`config.mk`:
```
export PLATFORM = sky130hd
export DESIGN_NAME = burst_grant_arbiter
export DESIGN_NICKNAME = d
export VERILOG_FILES = /design/src/rtl/burst_grant_arbiter.sv
export SDC_FILE = /design/constraint.sdc
export NUM_CORES = 1
export LEC_CHECK = 0
export CAP_MARGIN = 10
export CORE_AREA = 2 2 39 41
export CTS_CLUSTER_SIZE = 14
export DETAILED_ROUTE_END_ITERATION = 10
export DIE_AREA = 0 0 41 43
export DONT_BUFFER_PORTS = 1
export PLACE_DENSITY = 0.75
export SLEW_MARGIN = 40
export SYNTH_ARGS = -nofsm -noshare
export SYNTH_HDL_FRONTEND = slang
export SYNTH_SLANG_ARGS = --single-unit
```
`constraint.sdc`:
```
create_clock -name clk -period 2.3 [get_ports clk]
set_input_delay 0.46 -clock clk [delete_from_list [all_inputs] [get_ports clk]]
set_output_delay 0.46 -clock clk [all_outputs]
set_load 0.005 [all_outputs]
```
`src/rtl/burst_grant_arbiter.sv`:
```
// burst_grant_arbiter
// Round-robin arbiter that hands a shared resource to one requester for an
// uninterrupted window of BURST_LEN cycles. The owner must keep its request
// high for the whole window; dropping it early aborts the burst. Completed
// and aborted bursts are reported with one-cycle pulses, and at least one idle
// cycle always separates two bursts.
// Optional embedded properties: define BURST_GRANT_ARBITER_SVA_EN.

module burst_grant_arbiter #(
    parameter int NUM_REQ   = 4,
    parameter int BURST_LEN = 5,
    localparam int OW = (NUM_REQ   > 1) ? $clog2(NUM_REQ)   : 1,
    localparam int CW = (BURST_LEN > 1) ? $clog2(BURST_LEN) : 1
) (
    input  logic               clk,
    input  logic               rst_n,
    input  logic [NUM_REQ-1:0] req,
    output logic [NUM_REQ-1:0] gnt,
    output logic [OW-1:0]      owner,
    output logic               busy,
    output logic               burst_done,
    output logic               burst_abort
);

    typedef enum logic [0:0] {
        ST_IDLE  = 1'b0,
        ST_GRANT = 1'b1
    } state_t;

    localparam logic [OW-1:0] OWNER_ONE  = OW'(1);
    localparam logic [OW-1:0] OWNER_LAST = OW'(NUM_REQ - 1);
    localparam logic [CW-1:0] CNT_ONE    = CW'(1);
    localparam logic [CW-1:0] CNT_LAST   = CW'(BURST_LEN - 1);

    state_t               state_q, state_d;
    logic [NUM_REQ-1:0]   gnt_q,   gnt_d;
    logic [OW-1:0]        owner_q, owner_d;
    logic [OW-1:0]        ptr_q,   ptr_d;
    logic [CW-1:0]        cnt_q,   cnt_d;
    logic                 busy_q,  busy_d;
    logic                 done_q,  done_d;
    logic                 abort_q, abort_d;

    logic                 found_s;
    logic [OW-1:0]        winner_s;
    logic [OW-1:0]        idx_s;
    logic [OW-1:0]        next_ptr_s;

    // One-hot decode of a requester index.
    function automatic logic [NUM_REQ-1:0] onehot(input logic [OW-1:0] idx);
        logic [NUM_REQ-1:0] vec;
        vec      = {NUM_REQ{1'b0}};
        vec[idx] = 1'b1;
        return vec;
    endfunction

    // Round-robin search: first set request at ptr, ptr+1, ... wrapping.
    always_comb begin
        found_s  = 1'b0;
        winner_s = {OW{1'b0}};
        idx_s    = {OW{1'b0}};
        for (int i = 0; i < NUM_REQ; i++) begin
            idx_s = OW'((int'(ptr_q) + i) % NUM_REQ);
            if (req[idx_s] && !found_s) begin
                found_s  = 1'b1;
                winner_s = idx_s;
            end else begin
                // an earlier hit (or no request here) keeps the current winner
                winner_s = winner_s;
            end
        end
    end

    // Pointer moves just past the finishing owner, wrapping at the top index.
    always_comb begin
        if (owner_q == OWNER_LAST) begin
            next_ptr_s = {OW{1'b0}};
        end else begin
            next_ptr_s = owner_q + OWNER_ONE;
        end
    end

    // Next-state and output logic; abort takes priority over completion.
    always_comb begin
        state_d = state_q;
        gnt_d   = gnt_q;
        owner_d = owner_q;
        ptr_d   = ptr_q;
        cnt_d   = cnt_q;
        done_d  = 1'b0;
        abort_d = 1'b0;
        case (state_q)
            ST_IDLE: begin
                if (found_s) begin
                    gnt_d   = onehot(winner_s);
                    owner_d = winner_s;
                    cnt_d   = {CW{1'b0}};
                    state_d = ST_GRANT;
                end else begin
                    gnt_d   = {NUM_REQ{1'b0}};
                end
            end
            ST_GRANT: begin
                if (!req[owner_q]) begin
                    gnt_d   = {NUM_REQ{1'b0}};
                    abort_d = 1'b1;
                    ptr_d   = next_ptr_s;
                    state_d = ST_IDLE;
                end else if (cnt_q == CNT_LAST) begin
                    gnt_d   = {NUM_REQ{1'b0}};
                    done_d  = 1'b1;
                    ptr_d   = next_ptr_s;
                    state_d = ST_IDLE;
                end else begin
                    cnt_d   = cnt_q + CNT_ONE;
                end
            end
            default: begin
                gnt_d   = {NUM_REQ{1'b0}};
                state_d = ST_IDLE;
            end
        endcase
        busy_d = (state_d == ST_GRANT);
    end

    // State and registered outputs; asynchronous clear on rst_n low.
    always_ff @(posedge clk or negedge rst_n) begin
        if (!rst_n) begin
            state_q <= ST_IDLE;
            gnt_q   <= {NUM_REQ{1'b0}};
            owner_q <= {OW{1'b0}};
            ptr_q   <= {OW{1'b0}};
            cnt_q   <= {CW{1'b0}};
            busy_q  <= 1'b0;
            done_q  <= 1'b0;
            abort_q <= 1'b0;
        end else begin
            state_q <= state_d;
            gnt_q   <= gnt_d;
            owner_q <= owner_d;
            ptr_q   <= ptr_d;
            cnt_q   <= cnt_d;
            busy_q  <= busy_d;
            done_q  <= done_d;
            abort_q <= abort_d;
        end
    end

    assign gnt         = gnt_q;
    assign owner       = owner_q;
    assign busy        = busy_q;
    assign burst_done  = done_q;
    assign burst_abort = abort_q;

`ifdef BURST_GRANT_ARBITER_SVA_EN
    
    

    

    for (genvar g = 0; g < NUM_REQ; g++) begin : g_drop
        
    end

    

    

    
    
`else
    // Properties compiled out; behaviour is unchanged.
`endif

endmodule

```
==> key figures, run 1 <==
Floorplanning
  • I/O pin count: 15
  • Chip height: 43 µm
  • Row cnt: 14
  • Starting Density: 0.510
  • Chip width: 41 µm
  • Core region area: 1380 µm²
  • Die footprint: 1760 µm²

Layout
  • Final core utilization: 0.545
  • Layout cells sized above 1: 0.113
  • Layout Nets: 82
  • Post-route cell area: 754 µm²
  • Area Overhead vs Synth: 6.91%
  • Antenna diodes: 0
  • Filler instances: 127

Power and ir drop
  • P per Cell Area: 1250 nW/µm²
  • Max VDD drop: 0.736 mV
  • Leakage power: 0.375 nW

Synthesis
  • Gate count of the mapped netlist: 67
  • Synth unique cells: 25
  • Mapped Area: 706 µm²
  • YS warnings: 0
  • Syn nets: 76
  • Avg Inst Size Synth: 10.5 µm²
  • Sequential area share after synthesis: 0.496
  • Register bit total from synthesis: 14

Clocking
  • Clock buffer count from CTS: 3
  • Worst-path clk slew: 0.08 ns
  • CTS tree: yes
  • CTS H-Tree Depth: 1
  • CTS Sinks: 14
  • Root Buffer Master: clkbuf_4
  • Longest Clk Path Bufs: 2
  • Clk_lat worst skew: 0.28 ns

Routing
  • ANT nets after route: 0
  • Drt total wl: 1.32 mm
  • DRC Markers: 0
  • First-pass iteration count of the detailed router: 4
  • Via Count: 510
  • 1st-iter DRT viols: 11
  • Vias/cell: 5.86
  • Routed WL per cell: 15.2 µm

STA
  • Tightest Pin Transition: 0.606 ns
  • Final period util: 0.719
  • Crit path time final: 1.65 ns
  • Final Skew: 0.00826 ns
  • Final Slew Violations: 0
  • Setup WS post-layout: 0.645 ns
  • FMAX: 0.604 GHz
  • RSZ-0062 raised after global routing: no
  • Setup_tns: 0 ns
  • Fin. Hold Viols: 0
  • Final hold slack: 0.490 ns
  • Setup Viol. Count Final: 0
  • Max-slew headroom: 0.595

Critical path
  • CP max-delay cell: mux4_2
  • Worst path bufs/invs: 0
  • Crit. End Element: register
  • CP required: 2.50 ns
  • Crit path kind: reg2reg
  • Cell-by-cell trace of the critical path: mux4_2 -> and3_1 -> nand2_1 -> mux2i_1
  • Data arrival, critical path: 1.85 ns
  • CP top delay family: multiplexers
  • CP Launch Type: register
  • Crit path max fanout: 6
  • Crit path largest cell delay: 0.58 ns

Placed design
  • Port bufs: 0
  • Routability cong.: 0.790
  • Placed cell areas: 722 µm²
  • HPWL Detailed: 1.06 mm
  • Setup WS pre-CTS: 0.664 ns

Outcome
  • Outcome: finished clean

Global route
  • Total congestion overflow: 0
  • Vias in the first global route: 540
  • Largest net degree at the start of global routing: 15
  • Antenna violations before repair: 0
  • First-pass GRT wire length: 2.33 mm
  • All-Layer GR Usage: 0.203

Flow run
  • Max-Cap Viols: 0

Hold path
  • Worst min path class: in2reg
cell families (layout without fill, tap and decap cells):
family                   count (synthesis)  after routing  synth area share
AO/OA/AOI/OAI                           14             14             0.147
AND/OR/NAND/NOR                         26             26             0.174
flip-flops                              14             14             0.496
multiplexers                             5              5            0.0922
adder cells (fa/ha/maj)                  3              3            0.0532
buffers and inverters                    5              9            0.0372
layout make-up:
class | count | area [µm²] | area share
multi-input combinational | 48 | 329 | 0.436
tap | 16 | 20.0 | 0.0265
timing repair buffer | 2 | 17.5 | 0.0232
inverter | 4 | 15.0 | 0.0199
sequential | 14 | 350 | 0.464
clock buffer | 3 | 22.5 | 0.0299
cell usage after synthesis (all sizes together):
cell	instances	area, µm²
mux4	1	22.5
mux2	2	22.5
buf	1	11.3
and4	1	8.76
nor2b	1	6.26
mux2i	2	20.0
nand2	12	45.0
nor2	3	11.3
nand3	3	15.0
a22o	2	17.5
a2111oi	1	8.76
nand2b	1	6.26
a21oi	2	10.0
o41ai	1	16.3
dfrtp	14	350
ha	3	37.5
nor3	2	10.0
or3	1	6.26
o21bai	1	7.51
or2b	1	7.51
a311oi	1	8.76
o21ai	4	20.0
a21o	2	15.0
inv	4	15.0
and3	1	6.26
power breakdown:
part	switching, mW	internal (mW)
combinational	0.183	0.168
sequential	0.109	0.349
clock	0.0735	0.0607
total	0.366	0.578
worst paths after layout:
kind,startpoint,endpoint,slack [ns],cells after the start
max,owner[0],cnt_q[2],0.65,4
min,req[3],busy,0.49,3
max reg2reg,owner[0],cnt_q[2],0.65,4
min reg2reg,cnt_q[2],cnt_q[2],0.52,1
max in group asynchronous,rst_n,cnt_q[2],1.28,1
min in group asynchronous,rst_n,gnt[3],0.62,1
through the flow:
| stage | total power [mW] | cells |
|---|---|---|
| 5_1_grt | 1.04 | 87 |
| 3_5_place_dp | 0.812 | 83 |
| 4_1_cts | 0.953 | 87 |
| 3_3_place_gp | 0.792 | 83 |
| 2_1_floorplan | 0.732 | 67 |
| 6_report | 0.943 | 87 |
worst register-to-register path, delay by kind of cell (launching register included):
family | cells | cell delay [ns]
flops | 1 | 0.46
mux | 2 | 0.76
simple gates | 2 | 0.36
routing by layer:
metal / GRT usage / up-vias / part of all wire
met5: 0 / - / 0
met4: 0.100 / 0 / 0.014
met3: 0.0681 / 4 / 0.068
met2: 0.316 / 17 / 0.50
met1: 0.238 / 240 / 0.41
li1: - / 249 / -
registers in the layout, indices dropped and copies added (netlist names):
| register | cells |
|---|---|
| burst_done | 1 |
| busy | 1 |
| gnt | 4 |
| cnt_q | 3 |
| burst_abort | 1 |
| ptr_q | 2 |
| owner | 2 |
cells in the final DEF, fill, tap and decap left out, types with 2 or more instances in the layout:
master / synthesis / layout
ha_1: 3 / 3
a21oi_1: 2 / 2
nand3_1: 3 / 3
nand2_1: 12 / 12
mux2i_1: 2 / 2
nor3_1: 2 / 2
mux2_2: 2 / 2
clkbuf_4: 0 / 3
nor2_1: 3 / 3
inv_1: 4 / 4
a21o_1: 2 / 2
a22o_1: 2 / 2
o21ai_0: 4 / 4
dfrtp_1: 14 / 14
repair_timing:
action / CTS / global route
resized for setup: 0 / 0
buffers inserted: 0 / 0
hold buffers: 1 / 0
endpoints found under the hold margin: 14 / 0
No activity file was read; power rests on OpenSTA's default activity.
==> run 2: changes to the inputs <==
==> constraint.sdc (replaced) <==
create_clock -name clk -period 1.6 [get_ports clk]
set_input_delay 0.32 -clock clk [delete_from_list [all_inputs] [get_ports clk]]
set_output_delay 0.32 -clock clk [all_outputs]
set_load 0.005 [all_outputs]
==> run 2 against run 1 <==
Effect of this change: sequential cell count is the same; global-route usage grew 0.29 points; worst setup slack lost 0.58 ns; critical path depth unchanged; die area is the same; critical path type unchanged; largest cell class unchanged.
==> key figures, run 2 (synthesized netlist as in run 1, its figures left out) <==
Critical path
  • Crit path max fanout: 6 (unchanged)
  • Cell-by-cell trace of the critical path: mux4_2 -> and3_4 -> nand2_2 -> mux2i_2 (was mux4_2 -> and3_1 -> nand2_1 -> mux2i_1)
  • Worst R2R Setup Slack: 0.06 ns (was 0.65 ns)
  • Worst Setup SP: owner[0] (unchanged)
  • Crit path kind: reg2reg (unchanged)
  • Data arrival, critical path: 1.73 ns (was 1.85 ns)
  • CP required: 1.80 ns (was 2.50 ns)
  • R2R depth: 4 (unchanged)
  • Reg2reg start: owner[0] (unchanged)
  • CP Launch Type: register (unchanged)
  • Crit. End Element: register (unchanged)
  • CP max-delay cell: mux4_2 (unchanged)
  • Crit path largest cell delay: 0.56 ns (was 0.58 ns)

Power and ir drop
  • Final Power: 1.47 mW (was 0.943 mW)
  • Max VDD drop: 0.775 mV (was 0.736 mV)
  • Leakage power: 0.382 nW (was 0.375 nW)
  • P per Cell Area: 1860 nW/µm² (was 1250 nW/µm²)

STA
  • Final hold slack: 0.343 ns (was 0.490 ns)
  • Crit path time final: 1.54 ns (was 1.65 ns)
  • Final Slew Violations: 0 (unchanged)
  • Tightest Pin Transition: 0.618 ns (was 0.606 ns)
  • Max-slew headroom: 0.587 (was 0.595)
  • Setup Viol. Count Final: 0 (unchanged)
  • FMAX: 0.651 GHz (was 0.604 GHz)
  • Setup_tns: 0 ns (unchanged)
  • Final Skew: 0.00638 ns (was 0.00826 ns)
  • Fin. Hold Viols: 0 (unchanged)
  • Final period util: 0.960 (was 0.719)

Clocking
  • Clock buffer count from CTS: 3 (unchanged)
  • Worst-path clk slew: 0.09 ns (was 0.08 ns)
  • Longest Clk Path Bufs: 2 (unchanged)
  • CTS Sinks: 14 (unchanged)
  • CTS tree: yes (unchanged)
  • Root Buffer Master: clkbuf_4 (unchanged)
  • Clk_lat worst skew: 0.28 ns (about the same)
  • CTS H-Tree Depth: 1 (unchanged)
  • # Post-CTS Setup Buffers: 0 (unchanged)

Routing
  • Top layer in use: met4 (unchanged)
  • Drt total wl: 1.41 mm (was 1.32 mm)
  • ANT nets after route: 0 (unchanged)
  • DRC Markers: 0 (unchanged)
  • Vias/cell: 5.97 (was 5.86)
  • Met2 Wirelength: 739 µm (was 664 µm)
  • Routed WL per cell: 15.9 µm (was 15.2 µm)
  • Met1 wire length: 554 µm (was 546 µm)
  • Via Count: 531 (was 510)
  • First-pass iteration count of the detailed router: 4 (unchanged)
  • 1st-iter DRT viols: 22 (was 11)
  • Met3 wire length: 105 µm (was 90 µm)

Layout
  • Area Overhead vs Synth: 11.5% (was 6.91%)
  • Max reg flops: 4 (unchanged)
  • Filler instances: 117 (was 127)
  • Antenna diodes: 0 (unchanged)
  • Fin cells: 89 (was 87)
  • Layout Nets: 83 (was 82)
  • Commonest non-fill, non-tap cell in the layout: dfrtp_1 (unchanged)
  • Layout cells sized above 1: 0.178 (was 0.113)
  • Commonest cells after routing, fill and taps aside: dfrtp_1 (14), nand2_1 (11), inv_1 (4), o21ai_0 (4) (was dfrtp_1 (14), nand2_1 (12), inv_1 (4), o21ai_0 (4))

Hold path
  • HP Start: req[3] (unchanged)
  • Worst hold stages: 3 (unchanged)
  • Worst min path class: in2reg (unchanged)

Floorplanning
  • I/O pin count: 15 (unchanged)
  • Row cnt: 14 (unchanged)
  • Chip height: 43 µm (unchanged)
  • Starting Density: 0.510 (unchanged)
  • Die footprint: 1760 µm² (unchanged)
  • Core region area: 1380 µm² (unchanged)
  • Chip width: 41 µm (unchanged)

Global route
  • All-Layer GR Usage: 0.206 (was 0.203)
  • Largest net degree at the start of global routing: 15 (unchanged)
  • First-pass GRT wire length: 2.36 mm (was 2.33 mm)
  • Vias in the first global route: 541 (was 540)
  • Antenna violations before repair: 0 (unchanged)
  • Total congestion overflow: 0 (unchanged)

Outcome
  • Outcome: finished clean (unchanged)

Placed design
  • HPWL Detailed: 1.08 mm (was 1.06 mm)
  • Port bufs: 0 (unchanged)
  • Placed Cells: 84 (was 83)
  • Routability cong.: 0.842 (was 0.790)

Flow run
  • Max-Cap Viols: 0 (unchanged)
run 2: changes by cell type in the layout (fill, tap and decap cells not counted):
| cell | previous run | this run |
|---|---|---|
| and3_1 | 1 | 0 |
| and3_4 | 0 | 1 |
| buf_4 | 1 | 2 |
| clkbuf_8 | 0 | 1 |
| mux2i_1 | 2 | 1 |
| mux2i_2 | 0 | 1 |
| nand2_1 | 12 | 11 |
| nand2_2 | 0 | 1 |
run 2: layer usage:
| metal | up-vias | GRT usage |
|---|---|---|
| met5 | - | 0 |
| met4 | 0 | 0.113 |
| li1 | 249 | - |
| met1 | 255 | 0.234 |
| met3 | 2 | 0.0890 |
| met2 | 25 | 0.309 |
run 2: final timing paths:
kind,end
max in group asynchronous,cnt_q[1]
setup / recovery,cnt_q[2]
min in group asynchronous,gnt[3]
setup reg to reg,cnt_q[2]
hold reg to reg,ptr_q[0]
hold / removal,gnt[1]
run 2: critical path, delay by kind of cell (launching register included):
family           cells  cell delay, ns
multiplexers         2            0.78
flip-flops           1            0.38
AND/OR/NAND/NOR      2            0.30
run 2: area by class of cell:
class | count | area, µm² | area share
Multi-Input combinational cell | 48 | 340 | 0.432
Sequential cell | 14 | 350 | 0.445
Inverter | 4 | 15.0 | 0.0191
Clock buffer | 4 | 36.3 | 0.0461
Tap cell | 16 | 20.0 | 0.0254
Timing Repair Buffer | 3 | 25.0 | 0.0318
run 2: through the flow:
step | instance area, µm² | setup slack [ns] | utilization
final | 787 | 0.0642 | 0.569
after global placement | 729 | 0.118 | 0.527
after global routing | 787 | -0.00742 | 0.569
after CTS | 776 | 0.0239 | 0.561
after detailed placement | 729 | 0.0600 | 0.527
after floorplan | 706 | 0.00523 | -
run 2: power breakdown:
group          total [mW]  internal (mW)  switching [mW]
Combinational       0.570          0.273           0.297
Sequential          0.644          0.501           0.143
Clock               0.252          0.138           0.113
Total                1.47          0.913           0.554
run 2: timing repair:
item / in CTS / in global routing
endpoints found under the setup margin: 0 / 1
hold endpoints to repair: 14 / 0
hold buffers: 1 / 0
gates resized for setup: 0 / 4
